`config.mk`:
```
export PLATFORM = sky130hd
export DESIGN_NAME = izgara_gezgini
export DESIGN_NICKNAME = d
export VERILOG_FILES = /design/src/rtl/izgara_gezgini_pkg.sv /design/src/rtl/izgara_gezgini_bolge_siniflandirici.sv /design/src/rtl/izgara_gezgini.sv
export SDC_FILE = /design/constraint.sdc
export NUM_CORES = 1
export LEC_CHECK = 0
export CAP_MARGIN = 0
export CELL_PAD_IN_SITES_DETAIL_PLACEMENT = 1
export CELL_PAD_IN_SITES_GLOBAL_PLACEMENT = 1
export CORE_ASPECT_RATIO = 0.5
export CORE_MARGIN = 2
export CORE_UTILIZATION = 43
export DETAILED_ROUTE_END_ITERATION = 10
export GPL_TIMING_DRIVEN = 0
export PLACE_DENSITY_LB_ADDON = 0.15
export SYNTH_ARGS = -nofsm -noshare
export SYNTH_HDL_FRONTEND = slang
export SYNTH_SLANG_ARGS = --single-unit
```
`constraint.sdc`:
```
create_clock -name clk -period 4.4 [get_ports clk]
set_input_delay 1.1 -clock clk [delete_from_list [all_inputs] [get_ports clk]]
set_output_delay 1.1 -clock clk [all_outputs]
set_load 0.05 [all_outputs]
```
`src/rtl/izgara_gezgini_pkg.sv`:
```
// Shared codes for the grid walker: heading codes, region codes and the turn helper.
package izgara_gezgini_pkg;

    // Heading codes, clockwise so a right turn is +1 mod 4
    localparam logic [1:0] YUKARI    = 2'd0;
    localparam logic [1:0] SAG       = 2'd1;
    localparam logic [1:0] ASAGI     = 2'd2;
    localparam logic [1:0] SOL       = 2'd3;

    // Region codes; also the bit index in the visited mask
    localparam logic [1:0] OTOPARK   = 2'd0;
    localparam logic [1:0] FUAYE     = 2'd1;
    localparam logic [1:0] KUTUPHANE = 2'd2;
    localparam logic [1:0] TM_217    = 2'd3;

    localparam logic [3:0] ZIYARET_BASLANGIC = 4'b1000;

    function automatic logic [1:0] yon_cevir(input logic [1:0] yon, input logic sola);
        return sola ? yon - 2'd1 : yon + 2'd1;
    endfunction

endpackage

```
`src/rtl/izgara_gezgini_bolge_siniflandirici.sv`:
```
// Combinational region classifier: maps a grid position to one of four region codes
// relative to the centre coordinate MERKEZ.
module bolge_siniflandirici
    import izgara_gezgini_pkg::*;
#(
    parameter int KW     = 7,
    parameter int MERKEZ = 64
) (
    input  logic [KW-1:0] x,
    input  logic [KW-1:0] y,
    output logic [1:0]    bolge
);

    localparam logic [KW-1:0] M = KW'(MERKEZ);

    // Branch order makes the x<=M and y<=M halves of the later tests implicit
    always_comb begin
        if (x > M && y > M)
            bolge = OTOPARK;
        else if (y > M)
            bolge = FUAYE;
        else if (x < M)
            bolge = KUTUPHANE;
        else
            bolge = TM_217;
    end

endmodule

```
`src/rtl/izgara_gezgini.sv`:
```
// Grid walker: accepts move/turn commands, tracks position/heading, classifies the
// region of the position and ends the game after HAMLE_SINIRI accepted commands.
module izgara_gezgini
    import izgara_gezgini_pkg::*;
#(
    parameter int KW           = 7,
    parameter int MERKEZ       = 64,
    parameter int HAMLE_SINIRI = 64,
    parameter int KENAR_MODU   = 0,
    localparam int CW          = $clog2(HAMLE_SINIRI + 1)
) (
    input  logic          clk,
    input  logic          rst,
    input  logic          yeniden,
    input  logic          komut_gecerli,
    input  logic          ileri,
    input  logic          don,
    output logic          hazir,
    output logic [KW-1:0] x,
    output logic [KW-1:0] y,
    output logic [1:0]    yon,
    output logic [1:0]    bolge,
    output logic [3:0]    ziyaret,
    output logic          tum_bolgeler,
    output logic [CW-1:0] hamle_sayaci,
    output logic          sinir_carpma,
    output logic          bitti_mi
);

    localparam logic [KW-1:0] BASLANGIC = KW'(MERKEZ);
    localparam logic [KW-1:0] UST       = '1;
    localparam logic [KW-1:0] ALT       = '0;
    localparam logic [CW-1:0] SINIR     = CW'(HAMLE_SINIRI);
    localparam bit            KISITLA   = (KENAR_MODU != 0);

    logic          kabul;
    logic [KW-1:0] x_n, y_n;
    logic [1:0]    yon_n, bolge_n;
    logic [3:0]    ziyaret_n;
    logic [CW-1:0] sayac_n;
    logic          carpma_n, bitti_n;

    assign hazir        = ~bitti_mi;
    assign kabul        = komut_gecerli & ~bitti_mi;
    assign tum_bolgeler = &ziyaret;

    always_comb begin
        x_n      = x;
        y_n      = y;
        yon_n    = yon;
        sayac_n  = hamle_sayaci;
        bitti_n  = bitti_mi;
        carpma_n = 1'b0;
        if (kabul) begin
            sayac_n = hamle_sayaci + 1'b1;
            if (sayac_n == SINIR)
                bitti_n = 1'b1;
            if (!ileri) begin
                yon_n = yon_cevir(yon, don);
            end else begin
                // In clamp mode a step past an edge holds position but still counts
                case (yon)
                    YUKARI: if (KISITLA && y == UST) carpma_n = 1'b1; else y_n = y + 1'b1;
                    SAG:    if (KISITLA && x == UST) carpma_n = 1'b1; else x_n = x + 1'b1;
                    ASAGI:  if (KISITLA && y == ALT) carpma_n = 1'b1; else y_n = y - 1'b1;
                    default: if (KISITLA && x == ALT) carpma_n = 1'b1; else x_n = x - 1'b1;
                endcase
            end
        end
    end

    // Region comes from the next position so bolge/ziyaret line up with x/y
    bolge_siniflandirici #(
        .KW     (KW),
        .MERKEZ (MERKEZ)
    ) u_siniflandirici (
        .x     (x_n),
        .y     (y_n),
        .bolge (bolge_n)
    );

    assign ziyaret_n = ziyaret | (4'b0001 << bolge_n);

    always_ff @(posedge clk or posedge rst) begin
        if (rst) begin
            x            <= BASLANGIC;
            y            <= BASLANGIC;
            yon          <= YUKARI;
            bolge        <= TM_217;
            ziyaret      <= ZIYARET_BASLANGIC;
            hamle_sayaci <= '0;
            sinir_carpma <= 1'b0;
            bitti_mi     <= 1'b0;
        end else if (yeniden) begin
            x            <= BASLANGIC;
            y            <= BASLANGIC;
            yon          <= YUKARI;
            bolge        <= TM_217;
            ziyaret      <= ZIYARET_BASLANGIC;
            hamle_sayaci <= '0;
            sinir_carpma <= 1'b0;
            bitti_mi     <= 1'b0;
        end else begin
            x            <= x_n;
            y            <= y_n;
            yon          <= yon_n;
            bolge        <= bolge_n;
            ziyaret      <= ziyaret_n;
            hamle_sayaci <= sayac_n;
            sinir_carpma <= carpma_n;
            bitti_mi     <= bitti_n;
        end
    end

endmodule
```
==> qor.csv <==
stage;metric;value;unit
run_status;status;finished, final reports clean;
sta;Slew Viols, Final;0;
global_route;initial antenna violation count;0;
sta;final hold violation count;0;
clock_network;Num Clock Sinks;30;
critical_path;R2R cell count;13;
yosys;main combinational cell family by area after synthesis;simple AND/OR/NAND/NOR gates;
drt;routed len/inst;15.6;um
critical_path;reg2reg setup slack;1.07;ns
yosys;flops & latches, synth;30;
yosys;Synth Area in Adders;0.0792;
yosys;Post-synth top cells;26 x nor2_1, 25 x dfrtp_1, 17 x nand2_1;
critical_path;worst flop-to-flop path endpoint;bolge[0]$_DFF_PP1_;
critical_path;Worst Setup End Kind;flip-flop;
sta;fmax;300;MHz
yosys;register area share after synthesis;0.352;
die;die footprint;5610;um^2
clock_network;CTS tree;done;
global_route;all-layer global routing usage;0.214;
yosys;compound-gate portion of the synthesized area;0.165;
clock_network;Hold-fix buffers, CTS;0;
die;Core Region;4860;um^2
drt;# DRC;0;
yosys;Avg Inst Size Synth;8.95;um^2
power_and_ir_drop;Peak supply drop;0.000164;V
finish;final net count;302;
sta;final worst path period share;0.757;
clock_network;CTS Buf Count;5;
drt;via count;1910;
die;die width;104;um
place;PortBufs;36;
clock_network;# resized after CTS;0;
global_route;first-pass GRT wire length;9260;um
global_route;global route overflow;0;
critical_path;slowest library cell on the worst path;dfrtp_1;
sta;Worst Tran Pin Value;1.15;ns
clock_network;CTS Buffer Depth;2;
drt;DRT iter0 DRCs;58;
critical_path;worst path cell trace;inv_1 > ha_1 > buf_2 > buf_2 > xor2_1 > ha_1 > or3b_1 > a21boi_2 > a211oi_1 > o21a_2 > xnor2_1 > a31o_4 > mux2_4;
global_route;vias in the first global route;1908;
clock_network;Worst-Skew Late Latency;0.29;ns
yosys;Synth Area in Simple Gates;0.222;
sta;Final Skew;0.00877;ns
sta;RSZ-0062 raised after global routing;no;
clock_network;Clock Pin Slew Worst Setup and Hold Paths;0.06;ns
yosys;cell area after synthesis;2150;um^2
die;starting density of the core;0.442;
critical_path;Critical Path Fanout Max;10;
hold_path;HP Class;reg -> reg;
yosys;mux contribution to synthesized area;0.0396;
hold_path;Hold Startpoint;ziyaret[0]$_DFF_PP0_;
sta;Rel. slew slack;0.231;
power_and_ir_drop;PD cells;323;nW/um^2
power_and_ir_drop;Pleak;1.09;nW
yosys;Post-synth EDFFs;0;
yosys;Synth cell types;56;
global_route;largest net degree at the start of global routing;31;
sta;Final setup viols;0;
finish;# diodes;0;
sta;setup TNS;0;ns
hold_path;Cells on Worst Hold Path;1;
clock_network;H-tree depth;2;
yosys;Synth area leader;dfrtp_1;
finish;synth-to-layout area growth;25.1;%
critical_path;max incr delay on CP;0.42;ns
yosys;Synth top area share;0.291;
finish;layout cell share with drive strength beyond 1;0.0986;
power_and_ir_drop;total power;868;uW
yosys;Synth Flop Type;dfrtp_1;
finish;final core utilization;0.552;
critical_path;CP Launch Type;flip-flop;
yosys;FFs w/ async S/R, synth;1.00;
run;Max-Cap Viols;0;
yosys;Synth Net Count;259;
drt;drt total wl;5510;um
yosys;synthesized instance count;240;
drt;drt pass-1 iters;4;
die;Chip Height;54.0;um
drt;Post-DRT Antenna Nets;0;
yosys;count leader, synth;nor2_1;
drt;vias per cell;5.40;
sta;setup ws final;1.07;ns
yosys;number of synthesis warnings;0;
critical_path;reg-to-reg startpoint;yon[0]$_DFFE_PP0P_;
yosys;Synth area leaders;dfrtp_1 29%, ha_1 7.0%, dfstp_2 6.1%;
clock_network;Post-CTS Setup Repair Bufs;0;
critical_path;Data arrival, critical path;3.54;ns
place;post-DP HPWL;4110;um
hold_path;Hold EP;ziyaret[0]$_DFF_PP0_;
die;io pins;39;
place;final RePlAce weighted congestion;0.866;
clock_network;Root Buffer;clkbuf_8;
critical_path;CP Class;reg -> reg;
critical_path;WP data required;4.61;ns
sta;final worst path period need;3.33;ns
yosys;post-synthesis xor/xnor area fraction;0.0775;
die;row count;18;
place;pre-CTS worst setup slack;1.06;ns
[worst max-delay path: cells and delay by family (launching register included)]
kind,cells,cell delay [ns]
compound gates,4,0.64
mux,1,0.30
xor+xnor,2,0.42
fa+ha+maj,2,0.48
buf+inv,3,0.60
flops,1,0.42
simple gates,1,0.39
[layout by cell type, fill, tap and decap left out, drive strengths merged, types with 10 or more instances in the layout]
master	count
a21oi	14
nor2	27
dfrtp	25
nand2	17
ha	12
xnor2	10
clkbuf	14
inv	13
clkdlybuf4s50	36
[report_power, final]
part,switching (mW),internal (mW)
logic,0.198,0.116
clock network,0.107,0.126
registers,0.0211,0.299
[flip-flops by register name (all words and copies together) (netlist names)]
register and flops:
y 7, bitti_mi 1, yon 2, ziyaret 4, bolge 2, x 7, hamle_sayaci 7
[worst max path at each step]
| stage | slack (ns) | startpoint | endpoint |
|---|---|---|---|
| 6_report | 1.07 | yon[0]$_DFFE_PP0P_ | bolge[0]$_DFF_PP1_ |
| 3_5_place_dp | 1.06 | komut_gecerli | bolge[0]$_DFF_PP1_ |
| 5_1_grt | 0.85 | yon[0]$_DFFE_PP0P_ | bolge[0]$_DFF_PP1_ |
| 2_1_floorplan | 1.16 | yon[0]$_DFFE_PP0P_ | bolge[0]$_DFF_PP1_ |
| 4_1_cts | 1.05 | yon[0]$_DFFE_PP0P_ | bolge[0]$_DFF_PP1_ |
| 3_3_place_gp | 1.10 | komut_gecerli | bolge[0]$_DFF_PP1_ |
[stage by stage]
| step | hold slack, ns | instance area [um^2] | std cells |
|---|---|---|---|
| finish | 0.531 | 2690 | 354 |
| global route | 0.550 | 2690 | 354 |
| CTS | 0.532 | 2690 | 354 |
| detailed placement | 0.514 | 2600 | 346 |
| global placement | 0.496 | 2600 | 346 |
| floorplan | 0.692 | 2150 | 240 |
[layout make-up]
cell class	instances	area (um^2)
clock inverter	1	5.00
sequential	30	757
clock buffer	7	86.3
buffer	15	85.1
timing repair buffer	36	360
fill	590	2180
multi-input combinational	182	1260
inverter	13	48.8
tap	70	87.6
[metal layers]
| metal | global-route usage | up-vias | share of wire |
|---|---|---|---|
| li1 | - | 921 | - |
| met1 | 0.274 | 935 | 0.48 |
| met2 | 0.372 | 45 | 0.47 |
| met3 | 0.0436 | 9 | 0.039 |
| met4 | 0.0766 | 0 | 0.015 |
| met5 | 0 | - | 0 |
[cell families (layout without fill, tap and decap cells)]
| logic type | count (synthesis) | count (layout) |
|---|---|---|
| muxes | 8 | 8 |
| DFF | 30 | 30 |
| adders and majority gates | 13 | 13 |
| xor gates and xnor gates | 19 | 19 |
| and+or+nand+nor | 89 | 89 |
| other | 1 | 1 |
| buffers and inverters | 28 | 72 |
| AOI/OAI and AO/OA | 52 | 52 |
No activity file was read; power rests on OpenSTA's default activity.
